==> src/rtl/player_action_pkg.sv <==
// Shared encodings for the per-player action sequencer: state codes,
// controller bit positions, move_dir codes and the registered flag bundle.
package player_action_pkg;

  localparam int STATE_W = 4;

  localparam logic [STATE_W-1:0] ST_IDLE    = 4'd0;
  localparam logic [STATE_W-1:0] ST_WALK    = 4'd1;
  localparam logic [STATE_W-1:0] ST_CROUCH  = 4'd2;
  localparam logic [STATE_W-1:0] ST_JUMP    = 4'd3;
  localparam logic [STATE_W-1:0] ST_WINDUP  = 4'd4;
  localparam logic [STATE_W-1:0] ST_ACTIVE  = 4'd5;
  localparam logic [STATE_W-1:0] ST_RECOVER = 4'd6;
  localparam logic [STATE_W-1:0] ST_SHIELD  = 4'd7;
  localparam logic [STATE_W-1:0] ST_STUN    = 4'd8;

  localparam int BTN_LEFT   = 0;
  localparam int BTN_RIGHT  = 1;
  localparam int BTN_UP     = 2;
  localparam int BTN_DOWN   = 3;
  localparam int BTN_ATTACK = 4;
  localparam int BTN_SHIELD = 5;
  localparam int BTN_RSVD   = 6;

  localparam logic [1:0] DIR_NONE  = 2'b00;
  localparam logic [1:0] DIR_LEFT  = 2'b01;
  localparam logic [1:0] DIR_RIGHT = 2'b10;

  typedef struct packed {
    logic attack_live;
    logic shield_up;
    logic airborne;
    logic crouching;
  } flags_t;

  // Both or neither direction pressed resolves to no movement.
  function automatic logic [1:0] resolve_dir(input logic left, input logic right);
    logic [1:0] d;
    d = DIR_NONE;
    if (left && !right) d = DIR_LEFT;
    else if (right && !left) d = DIR_RIGHT;
    return d;
  endfunction

endpackage

==> src/rtl/player_action_fsm_timer.sv <==
// 8-bit loadable frame down-counter. Saturates at zero; expire flags the tick
// on which the count sits at 1, so a load of N lasts exactly N ticks.
module action_timer (
  input  logic       clk,
  input  logic       rst,
  input  logic       load,
  input  logic [7:0] value,
  input  logic       tick,
  output logic       expire,
  output logic       zero
);

  logic [7:0] cnt_q, cnt_d;
  logic       zero_q;

  always_comb begin
    cnt_d = cnt_q;
    if (load)                   cnt_d = value;
    else if (tick && cnt_q != '0) cnt_d = cnt_q - 8'd1;
  end

  always_ff @(posedge clk or posedge rst) begin
    if (rst) begin
      cnt_q  <= '0;
      zero_q <= 1'b1;
    end else begin
      cnt_q  <= cnt_d;
      zero_q <= (cnt_d == '0);
    end
  end

  assign expire = tick && (cnt_q == 8'd1);
  assign zero   = zero_q;

endmodule

==> src/rtl/player_action_fsm.sv <==
// Per-player fighter action sequencer: arbitrates controller buttons once per
// frame tick and drives registered action flags and hit/block pulses.
module player_action_fsm
  import player_action_pkg::*;
#(
  parameter int JUMP_FRAMES     = 16,
  parameter int WINDUP_FRAMES   = 3,
  parameter int ACTIVE_FRAMES   = 2,
  parameter int RECOVER_FRAMES  = 6,
  parameter int SHIELD_MAX      = 90,
  parameter int SHIELD_COOLDOWN = 60,
  parameter int STUN_FRAMES     = 20
) (
  input  logic         clk,
  input  logic         reset,
  input  logic         frame_tick,
  input  logic [6:0]   controller_inputs,
  input  logic         hit,
  output logic [3:0]   state,
  output logic [1:0]   move_dir,
  output logic         attack_live,
  output logic         shield_up,
  output logic         airborne,
  output logic         crouching,
  output logic         shield_ready,
  output logic         hit_taken,
  output logic         blocked
);

  localparam logic [7:0] JUMP_N    = 8'(JUMP_FRAMES);
  localparam logic [7:0] WINDUP_N  = 8'(WINDUP_FRAMES);
  localparam logic [7:0] ACTIVE_N  = 8'(ACTIVE_FRAMES);
  localparam logic [7:0] RECOVER_N = 8'(RECOVER_FRAMES);
  localparam logic [7:0] SHIELD_N  = 8'(SHIELD_MAX);
  localparam logic [7:0] COOL_N    = 8'(SHIELD_COOLDOWN);
  localparam logic [7:0] STUN_N    = 8'(STUN_FRAMES);

  logic [3:0] state_q, state_d;
  logic [1:0] jump_dir_q, jump_dir_d;
  logic [1:0] move_dir_q, move_dir_d;
  logic       attack_prev_q, attack_prev_d;
  logic       hit_pending_q, hit_pending_d;
  logic       hit_taken_q, hit_taken_d;
  logic       blocked_q, blocked_d;
  flags_t     flags_q, flags_d;

  logic       ph_load, ph_expire, cd_load;
  logic [7:0] ph_value;
  logic       ph_unused_zero, cd_unused_expire;
  logic       unused_rsvd;

  logic       hit_now, atk_req, btn_shield, btn_up, btn_down;
  logic [1:0] dir;

  assign unused_rsvd = controller_inputs[BTN_RSVD];
  assign hit_now     = hit_pending_q | hit;
  assign atk_req     = controller_inputs[BTN_ATTACK] & ~attack_prev_q;
  assign btn_shield  = controller_inputs[BTN_SHIELD];
  assign btn_up      = controller_inputs[BTN_UP];
  assign btn_down    = controller_inputs[BTN_DOWN];
  assign dir         = resolve_dir(controller_inputs[BTN_LEFT], controller_inputs[BTN_RIGHT]);

  // Shared phase timer: jump, attack phases, stun and shield usage.
  action_timer u_phase (
    .clk    (clk),
    .rst    (reset),
    .load   (ph_load),
    .value  (ph_value),
    .tick   (frame_tick),
    .expire (ph_expire),
    .zero   (ph_unused_zero)
  );

  action_timer u_cooldown (
    .clk    (clk),
    .rst    (reset),
    .load   (cd_load),
    .value  (COOL_N),
    .tick   (frame_tick),
    .expire (cd_unused_expire),
    .zero   (shield_ready)
  );

  always_ff @(posedge clk or posedge reset) begin
    if (reset) begin
      state_q       <= ST_IDLE;
      jump_dir_q    <= DIR_NONE;
      move_dir_q    <= DIR_NONE;
      attack_prev_q <= 1'b0;
      hit_pending_q <= 1'b0;
      hit_taken_q   <= 1'b0;
      blocked_q     <= 1'b0;
      flags_q       <= '0;
    end else begin
      state_q       <= state_d;
      jump_dir_q    <= jump_dir_d;
      move_dir_q    <= move_dir_d;
      attack_prev_q <= attack_prev_d;
      hit_pending_q <= hit_pending_d;
      hit_taken_q   <= hit_taken_d;
      blocked_q     <= blocked_d;
      flags_q       <= flags_d;
    end
  end

  always_comb begin
    state_d       = state_q;
    jump_dir_d    = jump_dir_q;
    attack_prev_d = attack_prev_q;
    hit_pending_d = frame_tick ? 1'b0 : (hit_pending_q | hit);
    hit_taken_d   = 1'b0;
    blocked_d     = 1'b0;
    ph_load       = 1'b0;
    ph_value      = '0;
    cd_load       = 1'b0;

    if (frame_tick) begin
      attack_prev_d = controller_inputs[BTN_ATTACK];
      if (hit_now && state_q != ST_SHIELD) begin
        state_d     = ST_STUN;
        ph_load     = 1'b1;
        ph_value    = STUN_N;
        hit_taken_d = 1'b1;
      end else begin
        case (state_q)
          ST_IDLE, ST_WALK, ST_CROUCH: begin
            if (atk_req) begin
              state_d  = ST_WINDUP;
              ph_load  = 1'b1;
              ph_value = WINDUP_N;
            end else if (btn_shield && shield_ready) begin
              state_d  = ST_SHIELD;
              ph_load  = 1'b1;
              ph_value = SHIELD_N;
            end else if (btn_up) begin
              state_d    = ST_JUMP;
              ph_load    = 1'b1;
              ph_value   = JUMP_N;
              jump_dir_d = dir;
            end else if (btn_down) begin
              state_d = ST_CROUCH;
            end else if (dir != DIR_NONE) begin
              state_d = ST_WALK;
            end else begin
              state_d = ST_IDLE;
            end
          end
          // An absorbed hit only pulses blocked; release and exhaustion still apply.
          ST_SHIELD: begin
            blocked_d = hit_now;
            if (!btn_shield || ph_expire) begin
              state_d = ST_IDLE;
              cd_load = 1'b1;
            end
          end
          ST_JUMP, ST_WINDUP, ST_ACTIVE, ST_RECOVER, ST_STUN: begin
            if (ph_expire) begin
              case (state_q)
                ST_WINDUP: begin
                  state_d  = ST_ACTIVE;
                  ph_load  = 1'b1;
                  ph_value = ACTIVE_N;
                end
                ST_ACTIVE: begin
                  state_d  = ST_RECOVER;
                  ph_load  = 1'b1;
                  ph_value = RECOVER_N;
                end
                default: state_d = ST_IDLE;
              endcase
            end
          end
          default: state_d = ST_IDLE;
        endcase
      end
    end
  end

  // Outputs only move on a tick so WALK direction cannot drift between frames.
  always_comb begin
    move_dir_d = move_dir_q;
    flags_d    = flags_q;
    if (frame_tick) begin
      move_dir_d = DIR_NONE;
      if (state_d == ST_WALK)      move_dir_d = dir;
      else if (state_d == ST_JUMP) move_dir_d = jump_dir_d;
      flags_d.attack_live = (state_d == ST_ACTIVE);
      flags_d.shield_up   = (state_d == ST_SHIELD);
      flags_d.airborne    = (state_d == ST_JUMP);
      flags_d.crouching   = (state_d == ST_CROUCH);
    end
  end

  assign state       = state_q;
  assign move_dir    = move_dir_q;
  assign attack_live = flags_q.attack_live;
  assign shield_up   = flags_q.shield_up;
  assign airborne    = flags_q.airborne;
  assign crouching   = flags_q.crouching;
  assign hit_taken   = hit_taken_q;
  assign blocked     = blocked_q;

endmodule

==> config.mk <==
export PLATFORM = sky130hd
export DESIGN_NAME = player_action_fsm
export DESIGN_NICKNAME = d
export VERILOG_FILES = /design/src/rtl/player_action_pkg.sv /design/src/rtl/player_action_fsm_timer.sv /design/src/rtl/player_action_fsm.sv
export SDC_FILE = /design/constraint.sdc
export NUM_CORES = 1
export LEC_CHECK = 0
export ABC_CLOCK_PERIOD_IN_PS = 6180
export CAP_MARGIN = 20
export CORE_ASPECT_RATIO = 0.9
export CORE_UTILIZATION = 40
export CTS_CLUSTER_SIZE = 14
export DETAILED_ROUTE_END_ITERATION = 12
export SLEW_MARGIN = 20
export SYNTH_ARGS = -nofsm -noshare
export SYNTH_HDL_FRONTEND = slang
export SYNTH_HIERARCHICAL = 1
export SYNTH_SLANG_ARGS = --single-unit
==> constraint.sdc <==
create_clock -name clk -period 6.18 [get_ports clk]
set_input_delay 0.618 -clock clk [delete_from_list [all_inputs] [get_ports clk]]
set_output_delay 0.618 -clock clk [all_outputs]
set_load 0.1 [all_outputs]
==> results list, run 1 <==
- The run finished with clean final reports.
* Worst-margin pin slew: roughly 0.97 ns
- Crit path time final: 3.74 ns
- Share of power burned in registers: 0.416
- For this run, the post-layout net count is 291.
* Antenna violations before repair: 0
- The count of buffers added on input and output ports is 22.
- The share of total power dissipated in combinational logic is 0.323.
- Clock input transition at the sequential cells of the worst setup and hold paths: 0.07 ns
* Post-cts resize count: 0
* Clock latency reported for the late side of the worst-skew pair: 0.28 ns
- Slowest cell on the critical path: sky130_fd_sc_hd__clkdlybuf4s50_1
- Normalized max-slew margin: 0.350
- In this run the worst hold path is classified as reg2reg.
- Setup total negative slack on the finished layout was measured at 0 ns.
- Layout-stage area growth over the synthesis result: 17.9%
- Along the worst path, the maximum fanout reaches 23.
* Static leakage: 1.12 nW
- The worst setup path is launched from an input port.
- VDD sags by at most 0.176 mV.
- The congestion estimate from routability-driven global placement came to about 0.8.
* RSZ-0062 raised after global routing: false
* Count of TritonRoute iterations in the first routing pass: 4
- Core Footprint: about 0.0053 mm²
* Number of buffer and inverter stages on the critical path: 4
- The share of total power dissipated in the clock network is 0.261.
- Max-slew violation count: 0
- GRT Resource Usage Total: 0.191
- Violation count after the first detailed-route iteration: 113
* Clock buffers created by TritonCTS: 5
* Number of endpoints failing setup at the final stage: 0
- CP required: 6.35 ns
- Hpwl dp: 3.61 mm
* Count of pins on the block boundary: 24
- For this design the ratio of total power to cell area is 288 mW/mm².
- TritonCTS clock tree: built
- Number of cell rows: 25
* Overall via count from detail_route: 1830
- Tracing the worst setup path back leads to its startpoint at frame_tick.
- Sinks on Clock Net: 33
- After clock tree synthesis, the setup repair step added 0 buffers.
* Vertical extent of the die: 73.0 µm
* DRC viols: 0
* Fmax achieved: 267 MHz
- The cell family contributing the most delay on the critical path is simple AND/OR/NAND/NOR gates.
* Switching power summed over all nets: between 200 and 300 µW
* Final critical-path share of the clock period: 0.605
* Wire length of the first global-routing pass: 8.46 mm
- After filler insertion, the fill cell instance count of the layout stands at 513.
* Cell-by-cell trace of the critical path: clkdlybuf4s50_1, nand2_1, nor4_1, buf_4, inv_1, nor4_1, nor3_1, nor2_1, a2111oi_0, a221oi_1, inv_1
- Worst setup path class: in2reg
- In this run the most critical hold path is launched from move_dir[0].
- Cell internal power was estimated by the tool at 493 µW.
- The largest single stage delay on the critical path is 1.03 ns.
- The tree is rooted in a sky130_fd_sc_hd__clkbuf_8.
* Max Cap Violations: 0
- Synthesis produced a netlist whose cell count is 243.
* Total of warnings raised by yosys: 6
* Die area: ~0.006 mm²
* Post-synthesis instance area: 0.00224 mm²
- For this design, the CTS-stage hold fixing added 0 buffers.
- Critical path capture point type: flip-flop
- Final clock skew: between 0.006 and 0.007 ns
- Per-cell via count in the routed design: roughly 5.4
- WL/cell: 14.4 µm
- In the final layout, the share of cells above drive strength 1 is 0.0912.
- Each instance of the synthesized netlist takes up on average between 9 and 10 µm².
- Critical path arrival: 3.91 ns
- Number of routed nets with antenna violations: 0
- In this run the horizontal extent of the chip is ~81 µm.
- Of the total power, the share spent switching nets is 0.350.
* Diodes inserted: 0
* Effective utilization at floorplan: 0.421
- Pin count of the biggest net entering global routing: 24
- The via count of the first global-routing pass was 1741.
* Maximum buffer depth of the clock tree: 2
- CTS built an H-tree with a depth of 2.
- The worst register-to-register path begins at u_phase/cnt_q[4].
* Layout Utilization: 0.496
- The final hold violation count was 0.
- Routed wire length: around 4.9 mm
* Overflow left after global routing: 0
[worst register-to-register path, stage by stage (launching register included)]
cell and delay [ns]:
sky130_fd_sc_hd__dfrtp_1 0.45, sky130_fd_sc_hd__or4_4 0.56, sky130_fd_sc_hd__nor4_1 0.26, sky130_fd_sc_hd__buf_4 0.21, sky130_fd_sc_hd__inv_1 0.06, sky130_fd_sc_hd__nor4_1 0.38
sky130_fd_sc_hd__nor3_1 0.10, sky130_fd_sc_hd__nor2_1 0.71, sky130_fd_sc_hd__a2111oi_0 0.17, sky130_fd_sc_hd__a221oi_1 0.26, sky130_fd_sc_hd__inv_1 0.06
[worst paths after layout]
kind                                    end  slack (ns)  cells past startpoint
hold / removal                  move_dir[0]        0.50                      2
setup / recovery           u_phase/cnt_q[1]        2.44                     11
max in group asynchronous          state[2]        4.99                      2
hold reg to reg                 move_dir[0]        0.50                      2
setup reg to reg           u_phase/cnt_q[1]        2.85                     10
min in group asynchronous  u_phase/cnt_q[3]        0.69                      2
[power groups by stage]
stage                     Sequential, mW  Clock (mW)  Combinational, mW
final                              0.316       0.198              0.245
after global routing               0.322       0.216              0.283
after CTS                          0.315       0.205              0.246
after detailed placement           0.319           0              0.245
after global placement             0.318           0              0.242
after floorplan                    0.315           0              0.189
[stage by stage]
stage / cells / hold slack [ns] / setup slack [ns] / total power [mW] / instance area (µm²)
4_1_cts: 341 / 0.500 / 2.39 / 0.766 / 2640
3_5_place_dp: 333 / 0.476 / 2.10 / 0.564 / 2530
2_1_floorplan: 252 / 0.434 / 2.96 / 0.503 / 2270
3_3_place_gp: 333 / 0.470 / 2.14 / 0.559 / 2530
6_report: 341 / 0.498 / 2.44 / 0.759 / 2640
5_1_grt: 341 / 0.507 / 2.01 / 0.821 / 2640
[sequential cells by signal (all words and copies together) (netlist names)]
name              cells
jump_dir_q            2
hit_pending_q         1
u_cooldown/cnt_q      8
crouching             1
attack_live           1
shield_up             1
u_phase/cnt_q         8
blocked               1
attack_prev_q         1
hit_taken             1
state                 4
airborne              1
move_dir              2
u_cooldown/zero       1
[cell usage in the layout (no fill, tap or decap), types with 6 or more instances in the layout]
| master | instances |
|---|---|
| sky130_fd_sc_hd__nand2_1 | 18 |
| sky130_fd_sc_hd__o21ai_1 | 6 |
| sky130_fd_sc_hd__a21o_1 | 7 |
| sky130_fd_sc_hd__dfrtp_1 | 32 |
| sky130_fd_sc_hd__nor2_1 | 16 |
| sky130_fd_sc_hd__nor3_1 | 7 |
| sky130_fd_sc_hd__inv_1 | 26 |
| sky130_fd_sc_hd__ha_1 | 7 |
| sky130_fd_sc_hd__a21oi_1 | 8 |
| sky130_fd_sc_hd__clkdlybuf4s50_1 | 22 |
| sky130_fd_sc_hd__conb_1 | 11 |
[area by class of cell]
class	instances	area [µm²]	area share
multi-input combinational	182	1280	0.487
inverter	27	101	0.0384
timing repair buffer	24	235	0.0891
clock buffer	6	72.6	0.0275
clock inverter	2	35.0	0.0133
tap	67	83.8	0.0318
sequential	33	827	0.313
[layer usage]
layer | part of all wire | track usage | vias to the layer above
met3 | 0.032 | 0.0375 | 4
met2 | 0.43 | 0.281 | 28
met4 | 0.0073 | 0.0536 | 0
met1 | 0.53 | 0.281 | 861
met5 | 0 | 0 | -
li1 | - | - | 937
No activity file was read; power rests on OpenSTA's default activity.
==> run 2: changes to the inputs <==
ABC_CLOCK_PERIOD_IN_PS = 3300   (was 6180)
clock period = 3.3 ns   (was 6.18 ns; I/O delays follow)
==> results list, run 2 (synthesized netlist as in run 1, its figures left out) <==
* Number of endpoints failing setup at the final stage: 0 (unchanged)
- The data required time of the critical path came to 3.49 ns (-2.86 ns).
- The worst setup path is captured at a flip-flop.
* H-Tree Level Count: 2 (unchanged)
* Count of TritonRoute iterations in the first routing pass: 4 (unchanged)
- The final hold violation count was 0 (unchanged).
- The number of buffers created by CTS was 5 (unchanged).
* Filler cell count: 535 (+4.3%)
* Number of cell rows: 25 (unchanged)
* Vertical extent of the die: 73.0 µm (unchanged)
- In this run the critical register-to-register path is launched from u_phase/cnt_q[4].
* Layout cells sized above 1: 0.122 (+0.0311)
- The combined flip-flop and latch cell area is 827 µm² (unchanged).
- The slack of the worst reg-to-reg path is 0.34 ns (-2.51 ns).
- The flow ran to the end, and the final reports show no timing, DRC or antenna violations.
* Final estimated routing congestion in global placement: 0.792 (+0.14%)
* Proportion of power drawn by combinational gates: 0.324 (about the same)
* Per-cell via count in the routed design: 5.43 (+1.2%)
- Timing would allow up to 338 MHz.
* Slowest cell on the critical path: sky130_fd_sc_hd__or4_4
* Clock latency reported for the late side of the worst-skew pair: 0.29 ns (about the same)
- The number of buffers on the longest clock path was 2 (unchanged).
- Worst Setup Slack post-DPL: 0.331 ns (-1.77 ns)
- CTS Root Cell: sky130_fd_sc_hd__clkbuf_8
- The routed design could run at a clock period as short as 2.96 ns.
- Max-slew violation count: 0 (unchanged)
- Clock input transition at the sequential cells of the worst setup and hold paths: 0.07 ns (about the same)
* RSZ-0062 raised after global routing: false
* Pin count of the biggest net entering global routing: 24 (unchanged)
- WL/cell: 14.3 µm (-0.29%)
- The total wire length was 4.95 mm (+0.88%).
* Number of buffers added to fix hold violations after cts: 0 (unchanged)
- The remaining antenna violation count after routing is 0 (unchanged).
- Area taken by multi-input logic gates: 0.00128 mm² (unchanged)
- The kind of cell with the highest combined delay along the critical path is simple AND/OR/NAND/NOR gates.
* Die width: 80.9 µm (unchanged)
- The via count of the first global-routing pass came to 1679 (-3.6%).
- Static leakage: 1.16 nW (+3.1%)
* # Post-CTS Setup Buffers: 0 (unchanged)
- Number of buffer and inverter stages on the critical path: 2 (-2)
- The library cell used most frequently in the layout, excluding fill and tap cells, is sky130_fd_sc_hd__dfrtp_1.
- Die area: 0.00590 mm² (unchanged)
* Crit Path Max Fanout: 23 (unchanged)
- Layout Utilization: 0.504 (+0.00729)
- Switching power summed over all nets: 498 µW (+87%)
- Internal power: 951 µW (+93%)
- R2R Path End: u_cooldown/zero
- Overall via count from detail_route: 1873 (+2.3%)
- The aggregate global routing overflow came to 0 (unchanged).
- The power per cell area came to 541 mW/mm² (+88%).
- The worst-case clock skew is 0.00855 ns (+0.00160 ns).
- Worst setup path class: reg2reg
* Final worst slack: 0.340 ns (-2.10 ns)
* Worst IR drop on VDD: 0.333 mV (+89%)
- The fraction of power spent switching nets came to 0.344 (-0.00642).
- Quantity of I/O buffers inserted on ports: 22 (unchanged)
- The count of inserted antenna diode cells is 0 (unchanged).
* DRC viols: 0 (unchanged)
- Critical path arrival: 3.14 ns (-0.77 ns)
- The global routing usage summed across all routing layers is 0.185 (-0.00594).
* Count of pins on the block boundary: 24 (unchanged)
* Hold WS: 0.387 ns (-0.110 ns)
- The critical path goes through or4_4, nor4_1, buf_4, nor2b_1, nor2_1, buf_12, nor2b_1, a22oi_1, o41ai_1, nor4_1, nor4b_2.
- Final layout net count: 295 (+1.4%)
- Core Footprint: 0.00532 mm² (unchanged)
- Violation count after the first detailed-route iteration: 105 (-7.1%)
- Max Cap Violations: 0 (unchanged)
- The effective utilization at floorplan came to 0.421 (unchanged).
- Power after layout: 1.45 mW (+91%)
- The count of clock tree sinks was 33 (unchanged).
* Top library cells by usage in the layout, fill and taps aside: sky130_fd_sc_hd__dfrtp_1, sky130_fd_sc_hd__inv_1, sky130_fd_sc_hd__nand2_1
- The peak per-stage delay on the critical path is 0.55 ns (-0.48 ns).
* Final critical-path share of the clock period: 0.897
- Aggregate negative setup slack: 0 ns (unchanged)
* TritonCTS clock tree: built
- The number of antenna violations at the first check in global routing is 0 (unchanged).
- Share of power burned in registers: 0.405 (-0.011)
- The transition time of the tightest slew-check pin was 0.963 ns (-0.00787 ns).
- Depth of the most critical reg-to-reg path: 11 (+1)
- Wire length of the first global-routing pass: 8.16 mm (-3.6%)
* Part of the power in the clock network: 0.271 (+0.010)
* Layout-stage area growth over the synthesis result: 19.6%
- Kind of start point of the critical path: flip-flop
- The placed wire-length estimate after detailed placement was 3.70 mm (+2.3%).
* Post-cts resize count: 0 (unchanged)
* Path type of the worst min-delay path: in2async
- The remaining max-slew budget at the tightest pin is 0.356 (+0.00526).
run 2: worst max-delay path by stage:
stage | startpoint | to | slack (ns) | cells after the start
6_report | u_phase/cnt_q[4] | u_cooldown/zero | 0.34 | 11
3_3_place_gp | u_phase/cnt_q[4] | u_cooldown/zero | 0.40 | 10
3_5_place_dp | u_phase/cnt_q[4] | u_cooldown/zero | 0.33 | 11
4_1_cts | u_phase/cnt_q[4] | u_cooldown/zero | 0.31 | 11
2_1_floorplan | u_phase/cnt_q[5] | u_cooldown/zero | 0.08 | 9
5_1_grt | u_phase/cnt_q[4] | u_cooldown/zero | 0.16 | 11
run 2: layer usage:
metal,GRT usage,share of wire,up-vias
met5,0,0,-
met4,0.0595,0.012,0
met3,0.0375,0.043,6
met2,0.271,0.43,44
met1,0.271,0.52,876
li1,-,-,947
run 2: power groups by stage:
stage | Sequential [mW] | Clock, mW | Combinational [mW]
after floorplan | 0.589 | 0 | 0.353
after global placement | 0.592 | 0 | 0.460
after detailed placement | 0.593 | 0 | 0.469
after CTS | 0.587 | 0.405 | 0.472
after global routing | 0.601 | 0.421 | 0.526
final | 0.587 | 0.392 | 0.469
run 2: layout make-up:
cell class / instances / area share
multi-input cells: 182 / 0.480
repair buffers: 28 / 0.0990
flip-flops and latches: 33 / 0.309
well taps: 67 / 0.0313
clock inverters: 1 / 0.0112
clock buffers: 7 / 0.0322
inverters: 27 / 0.0378
run 2: stage by stage:
stage,instances,instance area (µm²)
2_1_floorplan,252,2270
3_3_place_gp,337,2560
3_5_place_dp,337,2560
4_1_cts,345,2680
5_1_grt,345,2680
6_report,345,2680
